[src/rtl/pixel_scan_pkg.sv]
// pixel_scan_pkg: shared FSM states, word geometry and one-hot select decoding
// for pixel_scan_readout.
package pixel_scan_pkg;
  typedef enum logic [1:0] {IDLE = 2'd0, SCAN = 2'd1, DRAIN = 2'd2} state_t;
  localparam int FID_W = 4;
  localparam int OH_MAX = 256;
  typedef struct packed {
    logic       ok;
    logic [7:0] idx;
  } onehot_t;
  function automatic int word_w(int rows, int cols, int pix_w);
    return 1 + FID_W + $clog2(rows) + $clog2(cols) + pix_w;
  endfunction
  // idx is the lowest set bit; ok only when exactly one bit is set
  function automatic onehot_t onehot_idx(input logic [OH_MAX-1:0] v);
    onehot_t r;
    r.ok = v != '0 && (v & (v - OH_MAX'(1))) == '0;
    r.idx = '0;
    for (int i = OH_MAX - 1; i >= 0; i--) if (v[i]) r.idx = 8'(i);
    return r;
  endfunction
endpackage

[src/rtl/pixel_scan_readout_if.sv]
// pixel_scan_readout_if: scan-stage sample inputs plus the outgoing word stream.
// master is the readout block, slave is the scan stage / serializer side.
interface pixel_scan_readout_if import pixel_scan_pkg::*; #(
  parameter int ROW_LENGTH    = 32,
  parameter int COLUMN_LENGTH = 8,
  parameter int PIX_WIDTH     = 4
);
  localparam int WORD_W = word_w(ROW_LENGTH, COLUMN_LENGTH, PIX_WIDTH);
  logic                     speak_o;
  logic                     marker_i;
  logic [ROW_LENGTH-1:0]    rowSel_i;
  logic [COLUMN_LENGTH-1:0] columnSel_i;
  logic [PIX_WIDTH-1:0]     pixData_i;
  logic [WORD_W-1:0]        data_o;
  logic                     valid_o;
  logic                     ready_i;
  modport master (output speak_o, data_o, valid_o,
                  input  marker_i, rowSel_i, columnSel_i, pixData_i, ready_i);
  modport slave  (input  speak_o, data_o, valid_o,
                  output marker_i, rowSel_i, columnSel_i, pixData_i, ready_i);
endinterface

[src/rtl/pixel_scan_fifo.sv]
// pixel_scan_fifo: show-ahead FIFO; the head entry is presented directly and
// reads as zero while empty.
module pixel_scan_fifo #(
  parameter int W     = 17,
  parameter int DEPTH = 8
) (
  input  logic                       clock_i,
  input  logic                       reset_i,
  input  logic                       i_push,
  input  logic [W-1:0]               i_data,
  input  logic                       i_pop,
  output logic [W-1:0]               o_data,
  output logic                       o_valid,
  output logic [$clog2(DEPTH):0]     o_count
);
  localparam int AW = $clog2(DEPTH);
  logic [W-1:0]  r_mem [DEPTH];
  logic [AW-1:0] r_wr, r_rd;
  logic [AW:0]   r_count;
  logic          w_pop;
  assign o_valid = r_count != '0;
  assign w_pop   = i_pop && o_valid;
  assign o_data  = o_valid ? r_mem[r_rd] : '0;
  assign o_count = r_count;
  always_ff @(posedge clock_i or posedge reset_i)
    if (reset_i) begin
      r_wr    <= '0;
      r_rd    <= '0;
      r_count <= '0;
    end else begin
      r_wr    <= r_wr + AW'(i_push);
      r_rd    <= r_rd + AW'(w_pop);
      r_count <= r_count + (AW+1)'(i_push) - (AW+1)'(w_pop);
    end
  always_ff @(posedge clock_i) if (i_push) r_mem[r_wr] <= i_data;
  a_no_overflow: assert property (@(posedge clock_i) disable iff (reset_i)
    !(i_push && !w_pop && r_count == (AW+1)'(DEPTH)));
endmodule

[src/rtl/pixel_scan_readout.sv]
// pixel_scan_readout: paces the pixel scan, encodes frame-tagged address/data words
// into a FIFO and streams them out. Define PIXEL_SCAN_ZS_EN for zero suppression.
module pixel_scan_readout import pixel_scan_pkg::*; #(
  parameter int ROW_LENGTH    = 32,
  parameter int COLUMN_LENGTH = 8,
  parameter int PIX_WIDTH     = 4,
  parameter int FIFO_DEPTH    = 8
) (
  input  logic                 clock_i,
  input  logic                 reset_i,
  input  logic                 enable_i,
  output logic                 busy_o,
  output logic                 sel_err_o,
  pixel_scan_readout_if.master bus
);
  localparam int RB     = $clog2(ROW_LENGTH);
  localparam int CB     = $clog2(COLUMN_LENGTH);
  localparam int WORD_W = word_w(ROW_LENGTH, COLUMN_LENGTH, PIX_WIDTH);
  localparam int CW     = $clog2(FIFO_DEPTH) + 1;
  state_t                   r_state, w_next;
  logic                     r_s1_v, r_s1_mark, r_s2_v, r_sel_err;
  logic [ROW_LENGTH-1:0]    r_s1_row;
  logic [COLUMN_LENGTH-1:0] r_s1_col;
  logic [PIX_WIDTH-1:0]     r_s1_pix;
  logic [WORD_W-1:0]        r_s2_word;
  logic [FID_W-1:0]         r_fid, w_fid;
  logic [CW-1:0]            w_count;
  onehot_t                  w_row, w_col;
  logic                     w_ok, w_keep, w_speak, w_drained, w_unused;
  assign w_row     = onehot_idx(OH_MAX'(r_s1_row));
  assign w_col     = onehot_idx(OH_MAX'(r_s1_col));
  assign w_unused  = ^{w_row.idx[7:RB], w_col.idx[7:CB]};
  assign w_ok      = w_row.ok && w_col.ok;
`ifdef PIXEL_SCAN_ZS_EN
  assign w_keep    = w_ok && (r_s1_mark || r_s1_pix != '0);
`else
  assign w_keep    = w_ok;
`endif
  // the SOF word already carries the incremented frame id
  assign w_fid     = r_fid + FID_W'(r_s1_v && r_s1_mark);
  // credit counts every occupied pipeline stage, even one about to be dropped
  assign w_speak   = r_state == SCAN &&
                     (w_count + CW'(r_s1_v) + CW'(r_s2_v)) <= CW'(FIFO_DEPTH - 2);
  assign w_drained = !r_s1_v && !r_s2_v && w_count == '0;
  assign w_next    = enable_i ? SCAN :
                     (r_state == SCAN || (r_state == DRAIN && !w_drained)) ? DRAIN : IDLE;
  assign bus.speak_o = w_speak;
  assign busy_o      = r_state != IDLE;
  assign sel_err_o   = r_sel_err;
  always_ff @(posedge clock_i or posedge reset_i)
    if (reset_i) begin
      r_state   <= IDLE;
      r_s1_v    <= 1'b0;
      r_s1_mark <= 1'b0;
      r_s1_row  <= '0;
      r_s1_col  <= '0;
      r_s1_pix  <= '0;
      r_s2_v    <= 1'b0;
      r_s2_word <= '0;
      r_fid     <= '0;
      r_sel_err <= 1'b0;
    end else begin
      r_state <= w_next;
      r_s1_v  <= w_speak;
      if (w_speak) begin
        r_s1_mark <= bus.marker_i;
        r_s1_row  <= bus.rowSel_i;
        r_s1_col  <= bus.columnSel_i;
        r_s1_pix  <= bus.pixData_i;
      end
      r_s2_v    <= r_s1_v && w_keep;
      r_s2_word <= {r_s1_mark, w_fid, w_row.idx[RB-1:0], w_col.idx[CB-1:0], r_s1_pix};
      r_fid     <= w_fid;
      if (r_s1_v && !w_ok) r_sel_err <= 1'b1;
    end
  pixel_scan_fifo #(.W(WORD_W), .DEPTH(FIFO_DEPTH)) u_fifo (
    .clock_i (clock_i),
    .reset_i (reset_i),
    .i_push  (r_s2_v),
    .i_data  (r_s2_word),
    .i_pop   (bus.ready_i),
    .o_data  (bus.data_o),
    .o_valid (bus.valid_o),
    .o_count (w_count)
  );
endmodule

[src/flat_wrapper.sv]
// flat-port wrapper written by rule: the top's interface ports become plain ports
module pixel_scan_readout_flat import pixel_scan_pkg::*;
#(
  parameter int ROW_LENGTH    = 32,
  parameter int COLUMN_LENGTH = 8,
  parameter int PIX_WIDTH     = 4,
  parameter int FIFO_DEPTH    = 8
)
  (clock_i, reset_i, enable_i, busy_o, sel_err_o, bus_speak_o, bus_data_o, bus_valid_o, bus_marker_i, bus_rowSel_i, bus_columnSel_i, bus_pixData_i, bus_ready_i);
  pixel_scan_readout_if #(.ROW_LENGTH(ROW_LENGTH), .COLUMN_LENGTH(COLUMN_LENGTH), .PIX_WIDTH(PIX_WIDTH)) bus_i ();
  input  logic clock_i;
  input  logic reset_i;
  input  logic enable_i;
  output logic busy_o;
  output logic sel_err_o;
  output wire logic [$bits(bus_i.speak_o)-1:0] bus_speak_o;
  output wire logic [$bits(bus_i.data_o)-1:0] bus_data_o;
  output wire logic [$bits(bus_i.valid_o)-1:0] bus_valid_o;
  input wire logic [$bits(bus_i.marker_i)-1:0] bus_marker_i;
  input wire logic [$bits(bus_i.rowSel_i)-1:0] bus_rowSel_i;
  input wire logic [$bits(bus_i.columnSel_i)-1:0] bus_columnSel_i;
  input wire logic [$bits(bus_i.pixData_i)-1:0] bus_pixData_i;
  input wire logic [$bits(bus_i.ready_i)-1:0] bus_ready_i;
  assign bus_speak_o = bus_i.speak_o;
  assign bus_data_o = bus_i.data_o;
  assign bus_valid_o = bus_i.valid_o;
  assign bus_i.marker_i = bus_marker_i;
  assign bus_i.rowSel_i = bus_rowSel_i;
  assign bus_i.columnSel_i = bus_columnSel_i;
  assign bus_i.pixData_i = bus_pixData_i;
  assign bus_i.ready_i = bus_ready_i;
  pixel_scan_readout #(.ROW_LENGTH(ROW_LENGTH), .COLUMN_LENGTH(COLUMN_LENGTH), .PIX_WIDTH(PIX_WIDTH), .FIFO_DEPTH(FIFO_DEPTH)) u_core (.clock_i(clock_i), .reset_i(reset_i), .enable_i(enable_i), .busy_o(busy_o), .sel_err_o(sel_err_o), .bus(bus_i));
endmodule
[config.mk]
export PLATFORM = sky130hd
export DESIGN_NAME = pixel_scan_readout_flat
export DESIGN_NICKNAME = d
export VERILOG_FILES = /design/src/rtl/pixel_scan_pkg.sv /design/src/rtl/pixel_scan_readout_if.sv /design/src/rtl/pixel_scan_fifo.sv /design/src/rtl/pixel_scan_readout.sv /design/src/flat_wrapper.sv
export SDC_FILE = /design/constraint.sdc
export NUM_CORES = 1
export LEC_CHECK = 0
export ABC_AREA = 1
export ABC_CLOCK_PERIOD_IN_PS = 5900
export CORE_UTILIZATION = 38
export CTS_BUF_LIST = sky130_fd_sc_hd__clkbuf_4 sky130_fd_sc_hd__clkbuf_8 sky130_fd_sc_hd__clkbuf_16
export DETAILED_ROUTE_END_ITERATION = 10
export PLACE_DENSITY = 0.67
export SYNTH_ARGS = -nofsm -noshare
export SYNTH_HDL_FRONTEND = slang
export SYNTH_HIERARCHICAL = 1
export SYNTH_SLANG_ARGS = --single-unit
[constraint.sdc]
create_clock -name clock_i -period 5.9 [get_ports clock_i]
set_clock_uncertainty 0.1 [all_clocks]
set_input_delay 0.885 -clock clock_i [delete_from_list [all_inputs] [get_ports clock_i]]
set_output_delay 0.885 -clock clock_i [all_outputs]
set_load 0.1 [all_outputs]
==> implementation parameters <==
Parameter                              Value

Power and ir drop
  Worst IR drop on VDD ... 594 uV
  Leakage dissipation ... 5.30 nW
  PD cells ... 548 mW/mm^2

CTS
  Root cell of the clock tree ... sky130_fd_sc_hd__clkbuf_16
  Number of H-tree levels ... 1
  Clock transition at the registers of the reported paths ... 60 ps
  Count of hold buffers inserted by post-cts repair ... 0
  Clock tree from TritonCTS ... built
  Cells resized by post-CTS repair ... 0
  Post-CTS setup buffer count ... 0
  Count of clock tree sinks ... 213
  Max Root-Sink Buffers ... 3
  Number of buffers added by the clock tree synthesis step ... 23
  Clock latency at the later pin of the worst-skew pair ... 500 ps

Worst setup path
  Arrival time of data at the critical path endpoint ... 3360 ps
  Sort of element at the start of the critical path ... register
  Endpoint class of the critical path ... primary output
  Critical path data required time ... 4910 ps
  Startpoint-to-endpoint class of the critical path ... register to primary output
  Largest driver fanout on the critical path ... 13

Timing
  Measured slew at the worst slew-check pin ... 1240 ps
  RSZ-0062 raised after global routing ... false
  Worst max-slew margin expressed relative to the limit ... 17.4%
  Final-report max-slew violation count ... 0
  Final critical-path share of the clock period ... 73.7%
  Hold Vio Cnt, Final ... 0
  Final Critical Period ... 4350 ps
  Final number of setup-violating endpoints ... 0
  Highest attainable clock frequency ... 0.230 GHz
  Sum of negative setup slack ... 0 ps

Route
  Number of vias in the routed layout ... 6888
  Post-route DRC violation count ... 0
  Via count normalized by instance count ... 4.67
  Number of detailed-route iterations in the first pass ... 7
  Total Wirelength ... 20400 microns
  Routed len/inst ... 13.8 microns
  Remaining number of nets flagged by the antenna check after routing ... 0
  First-iteration detailed-routing DRC count ... 525

Run status
  Outcome ... complete, no violations

Logic synthesis
  Netlist cell types ... 39
  Post-synth EDFFs ... 136
  Syn Nets ... 1117
  Synthesized instance count ... 1056
  FFs w/ async S/R, synth ... 36.2%
  Top FF cell, synth ... sky130_fd_sc_hd__edfxtp_1
  Synthesis Warnings ... 6
  Post-Synthesis Cell Area ... 0.00976 sq mm
  Post-synthesis register bit count ... 213
  Post-Synthesis Mean Instance Area ... 9.24 sq um
  Proportion of synthesized chip area in sequential cells ... 61.6%

Layout
  Net count reported at finish ... 1189
  Final standard cell count with taps included and fillers excluded ... 1475
  Most common cell after layout, fill and taps aside ... sky130_fd_sc_hd__nand2_1
  Antenna diode instance count ... 0
  Area growth syn-to-layout ... 17.8%
  Post-route standard cell area excluding fillers ... 0.0115 sq mm
  Commonest non-fill, non-tap cells in the layout ... sky130_fd_sc_hd__nand2_1, sky130_fd_sc_hd__inv_1, sky130_fd_sc_hd__edfxtp_1
  Proportion of layout cells with a drive suffix above 1 ... 8.38%

Placement
  Port Buffers ... 69
  GP Congestion ... 0.835
  Cell count after placement ... 1433
  Post-detailed-placement cell area ... 0.0107 sq mm
  Post-DP HPWL ... 12400 microns

GRT
  Vias in the first global route ... 6639
  Remaining global-route overflow ... 0
  Total global-route track usage ... 16.1%
  Largest net degree at the start of global routing ... 80
  Global-route wire length before repair ... 33200 microns
  Number of antenna violations at the first check in global routing ... 0

Floorplan
  Row count ... 58
  Total Die Area ... 0.0263 sq mm
  Core region area ... 0.0252 sq mm
  Die Y ... 162 microns
  Starting Density ... 38.8%
  Boundary Pins ... 70
  Die W ... 162 microns

Hold path
  Hold WC Path Type ... register to register

Flow run
  Max-capacitance violation count ... 0
-- sequential cells by signal, summed over array words and instances (netlist names) --
register,count
u_core/r_s1_v,1
u_core/sel_err_o,1
u_core/u_fifo/r_wr,3
u_core/r_s1_row,32
u_core/r_state,2
u_core/r_s2_word,14
u_core/r_fid,3
u_core/u_fifo/o_count,4
u_core/r_s1_col,8
u_core/u_fifo/r_mem,136
u_core/u_fifo/r_rd,3
u_core/r_s1_pix,4
u_core/r_s2_v,1
u_core/r_s1_mark,1
-- path summary, 6_finish.rpt --
kind / from / endpoint / slack, ps / cells past startpoint
max in group asynchronous: reset_i / u_core/r_s1_col[0] / 4190 / 3
min reg2reg: u_core/r_s1_pix[0] / u_core/r_s2_word[0] / 280 / 0
max: u_core/r_s2_v / bus_speak_o / 1550 / 10
min in group asynchronous: reset_i / u_core/u_fifo/r_rd[0] / 640 / 2
max reg2reg: u_core/r_s2_v / u_core/r_s1_row[2] / 3140 / 12
min: u_core/r_s1_pix[0] / u_core/r_s2_word[0] / 280 / 0
-- cells in the mapped netlist (all sizes together), types with 2 or more instances --
| cell type | count | area (sq um) |
|---|---|---|
| xor2 | 4 | 35.0 |
| nor3 | 5 | 30.0 |
| o2111ai | 4 | 35.0 |
| clkbuf | 10 | 37.5 |
| nand2 | 307 | 1160 |
| inv | 204 | 766 |
| nor4 | 4 | 31.3 |
| ha | 10 | 125 |
| fa | 2 | 40.0 |
| dfrtp | 77 | 1930 |
| buf | 27 | 158 |
| edfxtp | 136 | 4080 |
| a31oi | 5 | 31.3 |
| o21ai | 44 | 220 |
| nand3 | 96 | 480 |
| xnor2 | 3 | 26.3 |
| maj3 | 2 | 20.0 |
| nand4 | 2 | 12.5 |
| a21oi | 17 | 85.1 |
| nor2 | 87 | 380 |
-- per-stage QoR --
stage / setup slack, ps / power (mW) / hold WS [ps] / util, %
3_5_place_dp: 2070 / 4.92 / 283 / 42.7
5_1_grt: 1400 / 6.68 / 298 / 45.7
6_report: 1550 / 6.30 / 280 / 45.7
4_1_cts: 1520 / 6.35 / 286 / 45.7
3_3_place_gp: 2080 / 4.87 / 283 / 42.7
2_1_floorplan: 1760 / 4.31 / 254 / -
-- kinds of logic (layout without fill, tap and decap cells) --
| logic type | Yosys count | after routing | synth area share (%) |
|---|---|---|---|
| compound gates | 78 | 78 | 4.49 |
| xor+xnor | 7 | 7 | 0.628 |
| fa+ha+maj | 14 | 14 | 1.90 |
| buf+inv | 242 | 331 | 9.88 |
| flops | 213 | 213 | 61.6 |
| simple gates | 502 | 502 | 21.5 |
-- worst max-delay path, stage by stage, from the launching register on --
cell and delay, ps:
sky130_fd_sc_hd__dfrtp_1 400, sky130_fd_sc_hd__inv_1 90, sky130_fd_sc_hd__fa_1 380, sky130_fd_sc_hd__inv_1 80
sky130_fd_sc_hd__ha_1 220, sky130_fd_sc_hd__o21ai_0 90, sky130_fd_sc_hd__a211o_1 130, sky130_fd_sc_hd__nand3_1 80
sky130_fd_sc_hd__buf_4 210, sky130_fd_sc_hd__inv_2 70, sky130_fd_sc_hd__clkdlybuf4s50_1 1120
-- area by class of cell --
cell class / count / area (sq um)
clock buffers: 36 / 698
clock inverters: 6 / 58.8
well taps: 330 / 413
multi-input cells: 601 / 2790
fillers: 2373 / 13700
flip-flops and latches: 213 / 6010
repair buffers: 84 / 761
inverters: 205 / 769
-- per-layer routing --
layer,track usage [%],vias up,share of wire [%]
met4,3.95,0,1.9
met1,20.8,3200,45
met2,28.1,183,48
met3,2.48,30,5.3
li1,-,3475,-
met5,0,-,0
-- report_power, final --
| group | switching, mW | total (mW) | internal [mW] |
|---|---|---|---|
| combinational | 2.00 | 2.69 | 0.696 |
| sequential | 0.266 | 2.20 | 1.93 |
| clock | 0.553 | 1.41 | 0.857 |
(Power assumes the default switching activity.)
